### src/rtl/fft_b4_seq.sv
// Sequencer for a 64-point, 3-stage radix-4 FFT pipeline.
// Drives the input sample index, the stage-1/stage-2 twiddle ROM addresses,
// the pipeline clock-enable and the output sample window. The output window
// opens LAT cycles after the first LOAD cycle of a frame chain. A frame that is
// started back-to-back on the last FLUSH cycle continues the running output
// window without a gap, so out_idx wraps 63 -> 0.
module fft_b4_seq #(
  parameter int LAT = 24
) (
  input  logic       clk,
  input  logic       rst,
  input  logic       start,
  input  logic       abort,
  output logic       enable,
  output logic       in_ready,
  output logic [5:0] sample_idx,
  output logic [5:0] tw_addr_s1,
  output logic [5:0] tw_addr_s2,
  output logic       out_valid,
  output logic [5:0] out_idx,
  output logic       busy,
  output logic       frame_done,
  output logic       start_drop
);

  typedef enum logic [1:0] {
    IDLE  = 2'd0,
    LOAD  = 2'd1,
    FLUSH = 2'd2
  } state_t;

  localparam logic [7:0] LAT_M1 = 8'(LAT - 1);

  state_t     state;
  state_t     state_nx;
  logic       take;
  logic       drop_nx;
  logic [5:0] idx_nx;

  logic [5:0] load_cnt;
  logic [7:0] flush_cnt;
  logic [5:0] tw1_r;
  logic [5:0] tw2_r;
  logic       drop_r;

  logic [7:0] dly_cnt;
  logic       dly_act;
  logic       dly_hit;
  logic       out_v;
  logic [5:0] out_cnt;
  logic       done_r;
  logic       wrap;

  logic       last_load;
  logic       last_flush;

  // Stage-1 twiddle exponent: (n mod 4) * (n div 4), modulo 64.
  function automatic logic [5:0] tw_s1(input logic [5:0] n);
    return {4'd0, n[1:0]} * {2'd0, n[5:2]};
  endfunction

  // Stage-2 twiddle exponent: ((n mod 4) * ((n div 4) mod 4)) * 4, modulo 64.
  function automatic logic [5:0] tw_s2(input logic [5:0] n);
    logic [5:0] p;
    p = {4'd0, n[1:0]} * {4'd0, n[3:2]};
    return {p[3:0], 2'b00};
  endfunction

  assign last_load  = (state == LOAD)  && (load_cnt == 6'd63);
  assign last_flush = (state == FLUSH) && (flush_cnt == LAT_M1);
  assign dly_hit    = dly_act && (dly_cnt == LAT_M1);
  assign wrap       = out_v && (out_cnt == 6'd63);

  // State register
  always_ff @(posedge clk or negedge rst) begin
    if (!rst) state <= IDLE;
    else      state <= state_nx;
  end

  // Next-state logic; abort wins over everything, a start is only taken in
  // IDLE or on the last FLUSH cycle.
  always_comb begin
    state_nx = state;
    take     = 1'b0;
    if (abort) begin
      state_nx = IDLE;
    end else begin
      case (state)
        IDLE: begin
          if (start) begin
            state_nx = LOAD;
            take     = 1'b1;
          end
        end
        LOAD: begin
          if (last_load) state_nx = FLUSH;
        end
        FLUSH: begin
          if (last_flush) begin
            if (start) begin
              state_nx = LOAD;
              take     = 1'b1;
            end else begin
              state_nx = IDLE;
            end
          end
        end
        default: state_nx = IDLE;
      endcase
    end
    drop_nx = start && !abort && (state != IDLE) && !last_flush;
    idx_nx  = ((state_nx == LOAD) && (state == LOAD)) ? load_cnt + 6'd1 : 6'd0;
  end

  // State-decoded outputs
  always_comb begin
    enable   = (state != IDLE);
    busy     = (state != IDLE);
    in_ready = (state == LOAD);
  end

  // Load/flush counters and registered index, twiddle and drop outputs
  always_ff @(posedge clk or negedge rst) begin
    if (!rst) begin
      load_cnt  <= '0;
      flush_cnt <= '0;
      tw1_r     <= '0;
      tw2_r     <= '0;
      drop_r    <= 1'b0;
    end else begin
      load_cnt  <= idx_nx;
      flush_cnt <= ((state_nx == FLUSH) && (state == FLUSH)) ? flush_cnt + 8'd1 : 8'd0;
      tw1_r     <= (state_nx == LOAD) ? tw_s1(idx_nx) : 6'd0;
      tw2_r     <= (state_nx == LOAD) ? tw_s2(idx_nx) : 6'd0;
      drop_r    <= drop_nx;
    end
  end

  // Output window: latency delay, then 64 valid samples; continues straight
  // into the next frame when a back-to-back start lands on the wrap cycle.
  always_ff @(posedge clk or negedge rst) begin
    if (!rst) begin
      dly_act <= 1'b0;
      dly_cnt <= '0;
      out_v   <= 1'b0;
      out_cnt <= '0;
      done_r  <= 1'b0;
    end else if (abort) begin
      dly_act <= 1'b0;
      dly_cnt <= '0;
      out_v   <= 1'b0;
      out_cnt <= '0;
      done_r  <= 1'b0;
    end else begin
      done_r <= wrap;
      if (take && !wrap) begin
        dly_act <= 1'b1;
        dly_cnt <= '0;
      end else if (dly_act) begin
        if (dly_hit) begin
          dly_act <= 1'b0;
          dly_cnt <= '0;
        end else begin
          dly_cnt <= dly_cnt + 8'd1;
        end
      end
      if (dly_hit) begin
        out_v   <= 1'b1;
        out_cnt <= '0;
      end else if (wrap) begin
        out_v   <= take;
        out_cnt <= '0;
      end else if (out_v) begin
        out_cnt <= out_cnt + 6'd1;
      end
    end
  end

  assign sample_idx = load_cnt;
  assign tw_addr_s1 = tw1_r;
  assign tw_addr_s2 = tw2_r;
  assign out_valid  = out_v;
  assign out_idx    = out_cnt;
  assign frame_done = done_r;
  assign start_drop = drop_r;

endmodule
### config.mk
export PLATFORM = sky130hd
export DESIGN_NAME = fft_b4_seq
export DESIGN_NICKNAME = d
export VERILOG_FILES = /design/src/rtl/fft_b4_seq.sv
export SDC_FILE = /design/constraint.sdc
export NUM_CORES = 1
export LEC_CHECK = 0
export ABC_CLOCK_PERIOD_IN_PS = 3000
export BUFFER_PORTS_ARGS = -buffer_cell sky130_fd_sc_hd__buf_2
export CORE_AREA = 2 2 66 68
export CTS_CLUSTER_SIZE = 8
export DETAILED_ROUTE_END_ITERATION = 10
export DIE_AREA = 0 0 68 70
export GPL_TIMING_DRIVEN = 0
export PLACE_DENSITY = 0.85
export SYNTH_ARGS = -nofsm -noshare
export SYNTH_HDL_FRONTEND = slang
export SYNTH_SLANG_ARGS = --single-unit
### constraint.sdc
create_clock -name clk -period 3 [get_ports clk]
set_input_delay 0.3 -clock clk [delete_from_list [all_inputs] [get_ports clk]]
set_output_delay 0.3 -clock clk [all_outputs]
set_load 0.005 [all_outputs]
==> results of run 1 <==
## routing by layer
layer,part of all wire (%),track usage [%]
met5,0,0
met3,3.5,4.35
met2,51,30.5
met4,1.8,10.4
met1,44,22.4
## metrics by stage
step	setup slack (ns)	cells	utilization, %	instance area [um^2]
2_1_floorplan	0.371	218	-	2170
3_5_place_dp	0.158	301	57.6	2390
4_1_cts	0.133	309	59.8	2480
5_1_grt	0.0438	309	60.0	2480
3_3_place_gp	0.207	301	57.6	2390
6_report	0.188	309	60.0	2480
## worst paths after layout
path	from	end	slack [ns]	depth (start not counted)
max	sample_idx[0]$_DFF_PN0_	tw_addr_s1[4]$_DFF_PN0_	0.19	11
min	rst	tw_addr_s1[2]$_DFF_PN0_	0.14	1
max reg2reg	sample_idx[0]$_DFF_PN0_	tw_addr_s1[4]$_DFF_PN0_	0.19	11
min reg2reg	flush_cnt[0]$_DFF_PN0_	flush_cnt[0]$_DFF_PN0_	0.47	1
max in group asynchronous	rst	out_idx[2]$_DFFE_PN0P_	2.30	1
min in group clk	start	start_drop$_DFF_PN0_	0.27	2
## synth_stat cells, types with 4 or more instances
| library cell | number |
|---|---|
| nor3_1 | 6 |
| or3_1 | 4 |
| ha_1 | 8 |
| nor2_1 | 31 |
| xor2_1 | 10 |
| o21ai_0 | 4 |
| nand2_1 | 11 |
| nand4_1 | 4 |
| inv_1 | 10 |
| a21oi_1 | 7 |
| xnor2_1 | 5 |
| dfrtp_1 | 42 |
| buf_4 | 6 |
| nand3_1 | 11 |
| and3_1 | 5 |
| nor2b_1 | 6 |
## power by group through the flow
| stage | Combinational, uW | Clock, uW | Sequential (uW) |
|---|---|---|---|
| 6_report | 72.0 | 375 | 576 |
| 5_1_grt | 81.8 | 409 | 577 |
| 4_1_cts | 73.6 | 386 | 576 |
| 3_5_place_dp | 73.4 | 0 | 588 |
| 3_3_place_gp | 71.6 | 0 | 588 |
| 2_1_floorplan | 43.5 | 0 | 587 |
## area by class of cell
type	count	area [um^2]	share of cell area (%)
flip-flops and latches	42	1050	42.3
plain buffers	11	66.3	2.67
repair buffers	31	155	6.24
well taps	52	65.1	2.62
multi-input cells	155	1020	41.0
clock inverters	1	5.00	0.201
inverters	10	37.5	1.51
clock buffers	7	86.3	3.47
## registers in the layout, summed over array words and instances, names as in the netlist
name,cells
tw_addr_s2,2
tw_addr_s1,6
dly_act,1
out_valid,1
dly_cnt,8
out_idx,6
state,2
sample_idx,6
frame_done,1
start_drop,1
flush_cnt,8
## cells by family after synthesis
family | after synthesis | share of synthesized area (%)
other cells | 1 | 0.173
compound gates | 30 | 10.2
mux | 3 | 1.45
buf+inv | 21 | 4.80
flops | 42 | 48.6
simple gates | 96 | 23.1
fa+ha+maj | 9 | 5.56
xor+xnor | 15 | 6.08
## repair_timing
| item | in CTS | in global routing |
|---|---|---|
| hold buffers | 0 | 0 |
| hold endpoints to repair | 0 | 0 |
| endpoints found under the setup margin | 0 | 1 |
| buffers inserted | 0 | 0 |
| resized for setup | 0 | 2 |
==> results.py, run 1 <==
metrics = {
    "clock_tree": {
        "root_buffer": "clkbuf_8",
        "cts_tree": "built",
        "cts_made_buffers": 5,
        "clkSlewWorstSetupHoldPaths_ns": 0.08,
        "cts_sinks": 42,
        "insertion_delay_ns": 0.29,
        "htreeDepth": 2,
        "clockBufferDepth": 2,
    },
    "yosys": {
        "avgSynthCellArea_um2": 9.96,
        "ys_warn_count": 0,
        "synth_area_leaders": "dfrtp_1 49%, nor2_1 5.4%, ha_1 4.6%, xor2_1 4.1%, nand3_1 2.5%",
        "synthCells": 217,
        "async_flop_share_pct": 100,
        "seq_area_frac_synth_pct": 48.6,
        "synth_top_area_share_pct": 48.6,
        "synthFlopType": "dfrtp_1",
        "syn-cell-area_um2": 2160,
        "synth_cell_type_count": 46,
        "synth_edf_count": 0,
        "synth-seq-cells": 42,
        "synth_top_area_cell": "dfrtp_1",
    },
    "setup_path": {
        "cp.arrival_ns": 3.04,
        "required_ns": 3.23,
        "path_buf_inv": 1,
        "path_max_fanout": 10,
        "slowest_stage": "dfrtp_1",
        "endpoint_kind": "flip-flop",
        "critical_path_class": "reg -> reg",
        "path_delay_family": "simple AND/OR/NAND/NOR gates",
        "startpoint_type": "flip-flop",
        "slowest_delay_ns": 0.40,
        "path_cells": "ha_1 -> and3_1 -> and3_1 -> or3_1 -> buf_2 -> nor3_1 -> ha_1 -> a21o_1 -> a21o_1 -> a211o_1 -> nand3_1",
    },
    "route": {
        "drt_iter0_markers": 75,
        "drc_errors": 0,
        "totalWireLength_mm": 3.99,
        "vias": 1655,
        "ant_nets": 0,
        "vias_per_cell": 5.36,
        "dr.pass1.iters": 4,
        "avgRoutedWirePerCell_um": 12.9,
    },
    "pwr": {
        "fin_total_pwr_uw": 1020,
        "p_comb_share_pct": 7.0,
        "ir_worst_vdd_v": 0.000278,
        "pwr_density_cell_nw_per_um2": 412,
        "clockPowerShare_pct": 36.6,
        "switching_share_pct": 23.5,
        "p_sw_uw": 240,
        "cellLeakagePower_uw": 0.00122,
        "intPower_uw": 783,
        "seqPwrFrac_pct": 56.3,
    },
    "layout": {
        "n_antenna_cell": 0,
        "layout_common_cells": "42 x dfrtp_1, 33 x buf_2, 31 x nor2_1",
        "n_fill_cell": 362,
        "drive_above_1_share_pct": 21.4,
        "final_common_cell": "dfrtp_1",
        "area_growth_pct": 14.9,
        "fin_nets": 269,
    },
    "global_routing": {
        "grt_start_max_net_pins": 43,
        "antenna_found_initial": 0,
        "grt_pass1_vias": 1576,
        "grtUsageTotal_pct": 18.8,
        "grt-ovfl-total": 0,
        "grt_first_pass_wirelength_mm": 6.75,
    },
    "worst_hold_path": {
        "min_path_type": "in -> async",
    },
    "sta": {
        "slew_violations": 0,
        "fin_crit_ns": 2.81,
        "whs_ns": 0.137,
        "skew_ns": 0.00383,
        "rsz0062_at_grt": "no",
        "timing.fmax_ghz": 0.356,
        "worst_slew_pin_slew_ns": 0.907,
        "finalCritPeriodShare_pct": 93.7,
        "fin_setup_tns_ns": 0,
        "hold_viol_final": 0,
        "slew_headroom_pct": 39.5,
        "timing.final.setup_violations": 0,
    },
    "placed_design": {
        "place_hpwl_mm": 2.88,
        "gp_congestion": 0.844,
        "port_buffers": 31,
    },
    "floorplan": {
        "ios": 34,
        "initial_core_util_pct": 52.2,
        "coreArea_um2": 4140,
        "die-area_um2": 4760,
        "rows": 24,
        "die_h_um": 70,
        "chipWidth_um": 68,
    },
    "run": {
        "drv_cap": 0,
    },
    "run_status": {
        "status": "completed",
    },
}
(Power assumes the default switching activity.)
==> run 2, diff against run 1 <==
PLACE_DENSITY = 0.84   (was 0.85)
SKIP_LAST_GASP = 1   (was unset)
==> run 2 against run 1 <==
  * Combinational power grew 5.0%
  * Sequential share of layout area shrank 0.34 points
  * Flip-flop and latch count is the same
  * Wire length grew 2.5%
  * Hold slack gained 0.0026 ns
  * Non-clock buffer count grew 3
  * Largest power group unchanged
  * Critical path depth is the same
  * Setup slack lost 0.0073 ns
  * First-iteration DRC count grew 11%
  * Sequential power is essentially flat
  * Global-route usage shrank 0.12 points
==> results.py, run 2 (synthesis results as in run 1) <==
metrics = {
    "clock_tree": {
        "cts_made_buffers": 5,
        "htreeDepth": 2,
        "insertion_delay_ns": 0.29,
        "clkSlewWorstSetupHoldPaths_ns": 0.07,
        "root_buffer": "clkbuf_8",
        "cts_sinks": 42,
        "clockBufferDepth": 2,
        "cts_tree": "built",
    },
    "floorplan": {
        "chipWidth_um": 68,
        "coreArea_um2": 4140,
        "ios": 34,
        "die_h_um": 70,
        "die-area_um2": 4760,
        "initial_core_util_pct": 52.2,
        "rows": 24,
    },
    "layout": {
        "n_fill_cell": 363,
        "final_common_cell": "dfrtp_1",
        "area_growth_pct": 15.9,
        "fin_nets": 272,
        "top_regs": "dly_cnt: 8 flops, flush_cnt: 8 flops",
        "design_area_um2": 2500,
        "layout_common_cells": "42 x dfrtp_1, 32 x buf_2, 31 x nor2_1",
        "final_core_util_pct": 60.4,
        "n_antenna_cell": 0,
        "stdcell_count": 310,
        "drive_above_1_share_pct": 22.9,
    },
    "pwr": {
        "ir_worst_vdd_v": 0.000288,
        "pwr_density_cell_nw_per_um2": 403,
        "cellLeakagePower_uw": 0.00124,
    },
    "setup_path": {
        "path_max_fanout": 10,
        "critical_path_class": "reg -> reg",
        "endpoint_kind": "flip-flop",
        "timing.rr.end": "tw_addr_s1[4]$_DFF_PN0_",
        "r2r_slack_ns": 0.18,
        "r2r-start": "sample_idx[1]$_DFF_PN0_",
        "startpoint_type": "flip-flop",
        "cp.arrival_ns": 3.05,
        "required_ns": 3.23,
        "rr_worst_depth": 11,
    },
    "sta": {
        "worst_slew_pin_slew_ns": 0.915,
        "hold_viol_final": 0,
        "slew_headroom_pct": 39.0,
        "skew_ns": 0.00367,
        "finalCritPeriodShare_pct": 94.0,
        "fin_setup_tns_ns": 0,
        "timing.fmax_ghz": 0.355,
        "rsz0062_at_grt": "no",
        "timing.final.setup_violations": 0,
        "fin_crit_ns": 2.82,
        "whs_ns": 0.139,
        "slew_violations": 0,
    },
    "placed_design": {
        "place_hpwl_mm": 2.90,
        "post-place-cells": 301,
        "gp_congestion": 0.834,
        "dpl_cell_area_um2": 2390,
        "port_buffers": 31,
    },
    "global_routing": {
        "grt_start_max_net_pins": 43,
        "grt_first_pass_wirelength_mm": 6.76,
        "grt_pass1_vias": 1632,
        "antenna_found_initial": 0,
        "grt-ovfl-total": 0,
        "grtUsageTotal_pct": 18.7,
    },
    "route": {
        "dr.pass1.iters": 4,
        "vias": 1705,
        "avgRoutedWirePerCell_um": 13.2,
        "totalWireLength_mm": 4.09,
        "ant_nets": 0,
        "drt_iter0_markers": 83,
        "drc_errors": 0,
        "vias_per_cell": 5.50,
    },
    "run_status": {
        "status": "completed",
    },
    "worst_hold_path": {
        "min_path_type": "in -> async",
    },
    "run": {
        "drv_cap": 0,
    },
}
## run 2: cell types whose count changed in the layout (fill, tap and decap cells not counted), sizes merged
cell,delta
buf,+3
clkbuf,-1
clkinv,-1
## run 2: layer usage
layer  share of wire (%)  track usage (%)  wire [um]  up-vias
met4                 2.5             8.89        102        0
met3                 3.3             4.35        133       10
met1                  42             22.0       1710      839
met5                   0                0          0        -
li1                    -                -          -      829
met2                  52             31.3       2140       27
## run 2: area by class of cell
cell class	count	area, um^2	area share [%]
sequential	42	1050	42.0
inverter	10	37.5	1.50
buffer	11	68.8	2.75
clock buffer	6	82.6	3.30
tap	52	65.1	2.60
multi-input combinational	155	1020	40.8
timing repair buffer	34	178	7.09
## run 2: critical path: stages, from the launching register on
cell and delay, ns:
dfrtp_1 0.41, ha_1 0.21, and3_2 0.25, and3_1 0.19
or3_1 0.32, buf_4 0.18, nor3_1 0.18, ha_1 0.26
a21o_1 0.18, a21o_1 0.20, a211o_1 0.27, nand3_1 0.08
## run 2: where the power goes
part | switching, uW | internal, uW | leakage [uW]
registers | 5.00 | 572 | 0.000583
logic | 47.5 | 28.0 | 0.000612
clock network | 181 | 177 | 0.0000431
total | 233 | 777 | 0.00124
## run 2: worst max-delay path by stage
stage	from	endpoint	slack (ns)	depth (start not counted)
after floorplan	sample_idx[0]$_DFF_PN0_	tw_addr_s1[3]$_DFF_PN0_	0.37	11
after global placement	sample_idx[1]$_DFF_PN0_	tw_addr_s1[5]$_DFF_PN0_	0.20	12
after detailed placement	sample_idx[1]$_DFF_PN0_	tw_addr_s1[5]$_DFF_PN0_	0.16	12
after CTS	sample_idx[1]$_DFF_PN0_	tw_addr_s1[5]$_DFF_PN0_	0.13	12
after global routing	sample_idx[0]$_DFF_PN0_	tw_addr_s1[5]$_DFF_PN0_	0.006	12
final	sample_idx[1]$_DFF_PN0_	tw_addr_s1[4]$_DFF_PN0_	0.18	11
## run 2: per-stage QoR
step	setup slack, ns	power [uW]
final	0.180	1010
after global routing	0.00596	1060
after CTS	0.133	1020
after detailed placement	0.164	661
after global placement	0.201	659
after floorplan	0.371	630
## run 2: what timing repair did
action / 4_1_cts / 5_1_grt
resized for setup: 0 / 6
hold buffers: 0 / 0
setup buffers: 0 / 3
setup endpoints to repair: 0 / 2
